### src/rtl/bus_event_fifo.sv
// Hardware-to-CPU event mailbox: hardware pushes words into a FIFO and the CPU
// pops them (DATA) or inspects/controls the queue (STAT) over the word bus.
module bus_event_fifo #(
  parameter logic [31:0] _ADD   = 32'h0,
  parameter int          _BYTE  = 4,
  parameter int          _DEPTH = 8
) (
  input  logic              io_clk,
  input  logic              io_rst,
  input  logic              hw_valid,
  input  logic [_BYTE*8-1:0] hw_data,
  input  logic              io_ren,
  input  logic [3:0]        io_wen,
  input  logic [31:0]       io_addr,
  input  logic [31:0]       io_din,
  output logic [31:0]       io_rdata,
  output logic              io_rvalid,
  output logic              io_irq
);
  localparam int AW = $clog2(_DEPTH);
  localparam int CW = AW + 1;
  localparam int WW = _BYTE * 8;

  logic [WW-1:0] mem_q [_DEPTH];

  logic [AW-1:0] wr_ptr_q, wr_ptr_d;
  logic [AW-1:0] rd_ptr_q, rd_ptr_d;
  logic [CW-1:0] count_q, count_d;
  logic          ovf_q, ovf_d;
  logic          udf_q, udf_d;
  logic [31:0]   rdata_q, rdata_d;
  logic          rvalid_q, rvalid_d;

  logic        hit, data_rd, stat_rd, stat_wr, flush;
  logic        empty, full, pop, push_ok, ovf_set, udf_set;
  logic        ovf_clr, udf_clr;
  logic [31:0] head_ext, stat_word;

  // Bits of the bus that no register field decodes.
  logic unused_bus;
  assign unused_bus = ^{io_din[30:18], io_din[15:0], io_wen[1:0], io_addr[1:0]};

  always_comb begin
    hit     = (io_addr[31:3] == _ADD[31:3]);
    data_rd = io_ren & hit & ~io_addr[2];
    stat_rd = io_ren & hit & io_addr[2];
    stat_wr = hit & io_addr[2];
    flush   = stat_wr & io_wen[3] & io_din[31];
    ovf_clr = stat_wr & io_wen[2] & io_din[16];
    udf_clr = stat_wr & io_wen[2] & io_din[17];

    empty   = (count_q == '0);
    full    = (count_q == CW'(_DEPTH));
    pop     = data_rd & ~empty;
    // A pop in the same cycle frees the slot, so a full FIFO still accepts the push.
    push_ok = hw_valid & (~full | pop) & ~flush;
    ovf_set = hw_valid & full & ~pop & ~flush;
    udf_set = data_rd & empty;

    head_ext = '0;
    head_ext[WW-1:0] = mem_q[rd_ptr_q];

    stat_word = {14'b0, udf_q, ovf_q, 6'b0, full, empty, 8'(count_q)};
  end

  always_comb begin
    wr_ptr_d = wr_ptr_q;
    rd_ptr_d = rd_ptr_q;
    count_d  = count_q;
    ovf_d    = ovf_set | (ovf_q & ~ovf_clr);
    udf_d    = udf_set | (udf_q & ~udf_clr);
    rdata_d  = rdata_q;
    rvalid_d = data_rd | stat_rd;

    if (flush) begin
      wr_ptr_d = '0;
      rd_ptr_d = '0;
      count_d  = '0;
    end else begin
      if (push_ok) wr_ptr_d = wr_ptr_q + AW'(1);
      if (pop)     rd_ptr_d = rd_ptr_q + AW'(1);
      count_d = count_q + CW'(push_ok) - CW'(pop);
    end

    // The head word is returned even when a flush lands in the same cycle.
    if (data_rd)      rdata_d = empty ? 32'h0 : head_ext;
    else if (stat_rd) rdata_d = stat_word;
  end

  always_ff @(posedge io_clk) begin
    if (push_ok) mem_q[wr_ptr_q] <= hw_data;
  end

  always_ff @(posedge io_clk) begin
    if (io_rst) begin
      wr_ptr_q <= '0;
      rd_ptr_q <= '0;
      count_q  <= '0;
      ovf_q    <= 1'b0;
      udf_q    <= 1'b0;
      rdata_q  <= '0;
      rvalid_q <= 1'b0;
    end else begin
      wr_ptr_q <= wr_ptr_d;
      rd_ptr_q <= rd_ptr_d;
      count_q  <= count_d;
      ovf_q    <= ovf_d;
      udf_q    <= udf_d;
      rdata_q  <= rdata_d;
      rvalid_q <= rvalid_d;
    end
  end

  assign io_rdata  = rdata_q;
  assign io_rvalid = rvalid_q;
  assign io_irq    = (count_q != '0) | ovf_q;
endmodule

### config.mk
export PLATFORM = sky130hd
export DESIGN_NAME = bus_event_fifo
export DESIGN_NICKNAME = d
export VERILOG_FILES = /design/src/rtl/bus_event_fifo.sv
export SDC_FILE = /design/constraint.sdc
export NUM_CORES = 1
export LEC_CHECK = 0
export CAP_MARGIN = 20
export CORE_ASPECT_RATIO = 1.25
export CORE_MARGIN = 4
export CORE_UTILIZATION = 60
export CTS_CLUSTER_SIZE = 40
export DETAILED_ROUTE_END_ITERATION = 7
export MAX_ROUTING_LAYER = met4
export PLACE_DENSITY = 0.87
export SLEW_MARGIN = 30
export SYNTH_ARGS = -nofsm -noshare
export SYNTH_HDL_FRONTEND = slang
export SYNTH_SLANG_ARGS = --single-unit
### constraint.sdc
create_clock -name io_clk -period 12.1 [get_ports io_clk]
set_input_delay 3.63 -clock io_clk [delete_from_list [all_inputs] [get_ports io_clk]]
set_output_delay 3.63 -clock io_clk [all_outputs]
set_load 0.05 [all_outputs]
== Word level (Yosys, flattened, before mapping) ==
Memory sizes are Yosys's and may differ from the RTL's. A register that Yosys moved wholly into a read port is not among the register bits.
Index checks and enable logic that the tools add are counted.

* Register bits: 45
* Memory bits (writable): 256
* Input bits: 104
* Output and inout port bits: 34
* Logic and storage cells: 55
* Memories: 1

* $add $sub $neg: 4
* Equality and inequality tests: 1
* Mux-type cells: 7
* Bitwise operators: 30
* Reduce and logical (&&, ||, !) cells: 5

{| class="wikitable"
|+ Memory list
! name !! depth !! bits a word !! read ports !! clocked after memory_dff !! write ports !! line !! RTL
|-
| mem_q || 8 || 32 || 1 || 1 || 1 || 24 || <nowiki>logic [WW-1:0] mem_q [_DEPTH];</nowiki>
|}

{| class="wikitable"
|+ Operator list
! operator !! count
|-
| 2-to-1 mux 32 bit || 3
|-
| logical NOT 29 bit || 1
|-
| AND 1 bit || 18
|-
| NOT 1 bit || 7
|-
| adder 3 x 1 -> 3 bit, second input constant || 2
|-
| 2-to-1 mux 3 bit || 2
|-
| bitwise OR 1 bit || 5
|-
| adder 4 x 1 -> 4 bit || 1
|-
| equality test 4 bit, second input constant || 1
|-
| logical NOT 4 bit || 1
|-
| nonzero test 4 bit || 1
|-
| subtractor 4 x 1 -> 4 bit || 1
|-
| 2-to-1 mux 1 bit || 2
|-
| nonzero test 2 bit || 1
|-
| OR reduction 2 bit || 1
|}

== Longest topological paths before layout ==
* Depth in word-level cells: 9
* Mapped depth: 14
* Mapped depth without buffers: 14

== Least setup slack after synthesis ==
No wires, ideal clock.

* Path type: input -> register
* Start point: input io_addr[27]
* End point: memory mem_q[5][0] (netlist name) (enable)
* Setup time: 0.502 ns
* Arrival: 7.794 ns
* Data required time: 11.598 ns
* Path slack: 3.804 ns
* Cell stages on the path: 6
* Path buffers: 0
* Cell sequence: nor3_1 -> nand4_4 -> nor4_4 -> o21a_2 -> inv_2 -> nor4_1

* Longest elaborated chain between the ends: 9
* Elaborated cells between the ends (all ways): 13
* Those cells by class: mux: 2; bitwise: 10; reduce/logical: 1

{| class="wikitable"
|+ RTL lines
! what !! line !! RTL
|-
| start: declaration || 14 || <nowiki>input logic [31:0] io_addr,</nowiki>
|-
| logical NOT 29 bit (*) || 44 || <nowiki>hit = (io_addr[31:3] == _ADD[31:3]);</nowiki>
|-
| AND 1 bit (2 in series) || 45 || <nowiki>data_rd = io_ren & hit & ~io_addr[2];</nowiki>
|-
| AND 1 bit || 54 || <nowiki>pop = data_rd & ~empty;</nowiki>
|-
| bitwise OR 1 bit || 56 || <nowiki>push_ok = hw_valid & (~full | pop) & ~flush;</nowiki>
|-
| AND 1 bit || 56 ||
|-
| AND 1 bit (*) || 56 ||
|-
| 2-to-1 mux 1 bit (*) || 91 || <nowiki>if (push_ok) mem_q[wr_ptr_q] <= hw_data;</nowiki>
|-
| 2-to-1 mux 1 bit (not written as such) (*) || 91 ||
|-
| end: declaration || 24 ||
|}

Mark *: on every way between the ends. The rest lies on a longest branch, timed or not.

== Final worst setup path ==
* Start point: input io_addr[23]
* End point: register count_q[2]

* Longest elaborated chain between the ends: 9
* Elaborated cells between the ends (all ways): 14
* Those cells by class: add/sub: 2; bitwise: 10; reduce/logical: 2

{| class="wikitable"
|+ RTL lines
! what !! line !! RTL
|-
| logical NOT 29 bit (*) || 44 ||
|-
| AND 1 bit (2 in series) || 45 ||
|-
| AND 1 bit || 54 ||
|-
| bitwise OR 1 bit || 56 ||
|-
| AND 1 bit (2 in series) || 56 ||
|-
| adder 4 x 1 -> 4 bit || 82 || <nowiki>count_d = count_q + CW'(push_ok) - CW'(pop);</nowiki>
|-
| subtractor 4 x 1 -> 4 bit || 82 ||
|-
| end signal: assignment || 106 || <nowiki>count_q <= count_d;</nowiki>
|-
| end: declaration || 28 || <nowiki>logic [CW-1:0] count_q, count_d;</nowiki>
|}

Marked as above.
A chain may end at the register's enable or synchronous reset.

==> impl_results.md <==
* Die H at 164 microns
* CTS buffer count at 27
* Yosys synthesis warning count at 0
* Wirelength per Cell at 25.1 microns
* Pin count of the biggest net entering global routing at 37
* Highest Clock Rate at 152 MHz
* Element type at the critical path start: input port
* Initial antenna violation count at 2
* Critical path data required time at 12.47 ns
* Dpl ws at 5.09 ns
* Clock Latency Late Sink at 0.53 ns
* Worst-path clk slew at 0.06 ns
* Crit Path Class: in -> reg
* Min cycle time layout at 6.56 ns
* Via Count at 6158
* Fin cells at 1004
* Max H-tree Level at 1
* Final Hold Vio Count at 0
* Setup TNS at 0 ns
* CTS tree: built
* Clk sink count at 304
* Nets@finish at 829
* Placed Cells at 952
* Yosys cell types at 47
* DIE WIDTH at 133 microns
* Vias in the first global route at 6638
* RSZ-0062 raised after global routing: no
* Post-CTS Hold Fix Bufs at 0
* Critical Path AT at 6.93 ns
* Period utilization at 0.542
* Hpwl dp at 13.6 mm
* Final setup violation count at 0
* DRT iter0 DRCs at 607
* Leak at 4.40 nW
* Cells after Synth at 603
* CTS resizes at 0
* CP Max Fanout at 31
* Max cap viols at 0
* # DRC at 0
* GP Congestion at 0.796
* Power Density at 159 nW/um^2
* Worst slew pin tran at 0.861 ns
* Top cell type's share of synthesized area at 0.654
* Area leader, netlist: edfxtp_1
* Area Growth Syn to Fin at 19.3%
* CTS Buffer Depth at 3
* Skew final at 0.0184 ns
* Boundary pin count at 138
* Synth Flop Type: edfxtp_1
* Setup bufs post-CTS at 0
* Overall global routing resource usage at 0.241
* Syn Nets at 716
* Outcome: complete, no violations
* Synthesized flop and latch total at 304
* Core Rows at 57
* Synth top area cells: edfxtp_1 (65%), mux4_2 (12%), dfxtp_1 (8.2%)
* GRT overflow at 0
* Sequential area share after synthesis at 0.736
* Drt pass-1 iters at 5
* Via-to-Cell Ratio at 6.13
* Root buffer selected by CTS: clkbuf_16
* Avg Cell Area, Syn at 19.5 sq um
* First-pass GRT wire length at 39.1 mm
* Crit. End Element: register
* Worst vdd ir at 0.125 mV
* Antenna-violating nets left at 0
* Post-synth EDFFs at 256
* Final wirelength at 25.2 mm
* Port buffer count at 104
* DIE AREA at 21900 sq um
* Final worst setup slack at 5.54 ns
* Core ar. at 19300 sq um
* Overall power at 0.00223 W
* Initial core utilization at 0.608
* Slew Limit Fails at 0
* Slew HR at 0.426
* Layout cell share with drive strength beyond 1 at 0.239
* Hold Crit Class: reg -> reg
* Async SR Flop Fraction at 0
* Synth Cell Area at 11800 sq um
-- report_power, final --
group | total (W) | switching (W) | internal, W
logic | 0.000173 | 0.0000981 | 0.0000752
clock network | 0.000853 | 0.000359 | 0.000494
registers | 0.00121 | 0.0000199 | 0.00119
-- registers in the layout, indices dropped and copies added (netlist names), named ones only --
register and cells:
mem_q 256, io_rdata 32, count_q 4, rd_ptr_q 3
wr_ptr_q 3, io_rvalid 1, ovf_q 1, udf_q 1
-- cell families (layout without fill, tap and decap cells) --
logic type,count (synthesis),after routing,share of synthesized area
XOR/XNOR,3,3,0.00224
adder cells (fa/ha/maj),9,9,0.0102
AO/OA/AOI/OAI,47,47,0.0316
buffers and inverters,47,181,0.0176
AND/OR/NAND/NOR,94,94,0.0468
multiplexers,99,99,0.156
other,0,2,0
flip-flops,304,304,0.736
-- layout by cell type (no fill, tap or decap), types with 2 or more instances in the layout --
cell / netlist / routed
a21oi_1: 3 / 3
a221oi_1: 6 / 6
a22oi_1: 24 / 24
buf_4: 4 / 13
bufinv_16: 0 / 3
clkbuf_1: 17 / 6
clkbuf_16: 0 / 27
clkbuf_8: 0 / 3
clkdlybuf4s50_1: 0 / 104
clkinv_1: 0 / 2
clkinv_2: 0 / 6
dfxtp_1: 48 / 45
dfxtp_4: 0 / 2
diode_2: 0 / 2
edfxtp_1: 256 / 256
ha_1: 8 / 8
inv_1: 13 / 13
mux2_2: 31 / 31
mux2i_1: 4 / 4
mux4_2: 64 / 64
nand2_1: 9 / 9
nand2b_1: 2 / 2
nand3b_1: 2 / 2
nand4_1: 3 / 3
nor2_1: 47 / 47
nor3_1: 12 / 9
nor3_2: 0 / 3
nor3b_1: 3 / 3
nor4_2: 3 / 6
nor4_4: 4 / 4
nor4b_4: 0 / 2
o31a_1: 2 / 2
xnor2_1: 2 / 2
-- synth_stat cells, types with 2 or more instances --
| master | count |
|---|---|
| nand2_1 | 9 |
| nor3b_1 | 3 |
| nand2b_1 | 2 |
| mux4_2 | 64 |
| nor4b_2 | 2 |
| ha_1 | 8 |
| mux2i_1 | 4 |
| nor4_2 | 3 |
| nand4_1 | 3 |
| nor4_4 | 4 |
| a21oi_1 | 3 |
| nand3b_1 | 2 |
| xnor2_1 | 2 |
| clkbuf_1 | 17 |
| dfxtp_1 | 48 |
| nor3_1 | 12 |
| a22oi_1 | 24 |
| buf_1 | 5 |
| nor4_1 | 3 |
| a221oi_1 | 6 |
| buf_2 | 6 |
| inv_1 | 13 |
| buf_4 | 4 |
| o31a_1 | 2 |
| mux2_2 | 31 |
| nor2_1 | 47 |
| edfxtp_1 | 256 |
-- per-stage QoR --
| stage | hold WS (ns) | area [sq um] | utilization |
|---|---|---|---|
| after CTS | 0.501 | 14000 | 0.726 |
| after floorplan | 0.492 | 11800 | - |
| after global routing | 0.530 | 14000 | 0.726 |
| after detailed placement | 0.493 | 13100 | 0.679 |
| final | 0.503 | 14000 | 0.726 |
| after global placement | 0.490 | 13100 | 0.679 |
-- worst max-delay path: stages --
cell and delay [ns]:
clkdlybuf4s50_1 0.45, nor4_4 0.35, nand4_4 0.21, nor4_4 0.28, buf_4 0.44, o21a_2 0.24
inv_2 0.13, ha_1 0.30, inv_1 0.06, ha_1 0.17, inv_1 0.07, fa_1 0.40
xor2_1 0.14, nor2_1 0.07
-- per-layer routing --
layer	GRT usage	up-vias	share of wire
met4	0.0688	0	0.023
met1	0.293	3169	0.36
li1	-	2662	-
met3	0.0393	44	0.071
met2	0.425	283	0.54
met5	-	-	0
-- layout make-up --
| class | instances | area (sq um) |
|---|---|---|
| sequential | 304 | 8660 |
| fill | 1067 | 5300 |
| multi-input combinational | 252 | 2950 |
| timing repair buffer | 117 | 1140 |
| clock buffer | 36 | 739 |
| tap | 265 | 332 |
| clock inverter | 14 | 153 |
| inverter | 14 | 52.6 |
| antenna | 2 | 5.00 |
-- path summary, 6_finish.rpt --
check	start	endpoint	slack, ns	cells after the start
setup / recovery	io_addr[23]	count_q[2]	5.54	14
hold / removal	io_rdata[16]	io_rdata[16]	0.50	2
setup reg to reg	count_q[2]	count_q[2]	8.53	15
hold reg to reg	io_rdata[16]	io_rdata[16]	0.50	2
(Power assumes the default switching activity.)
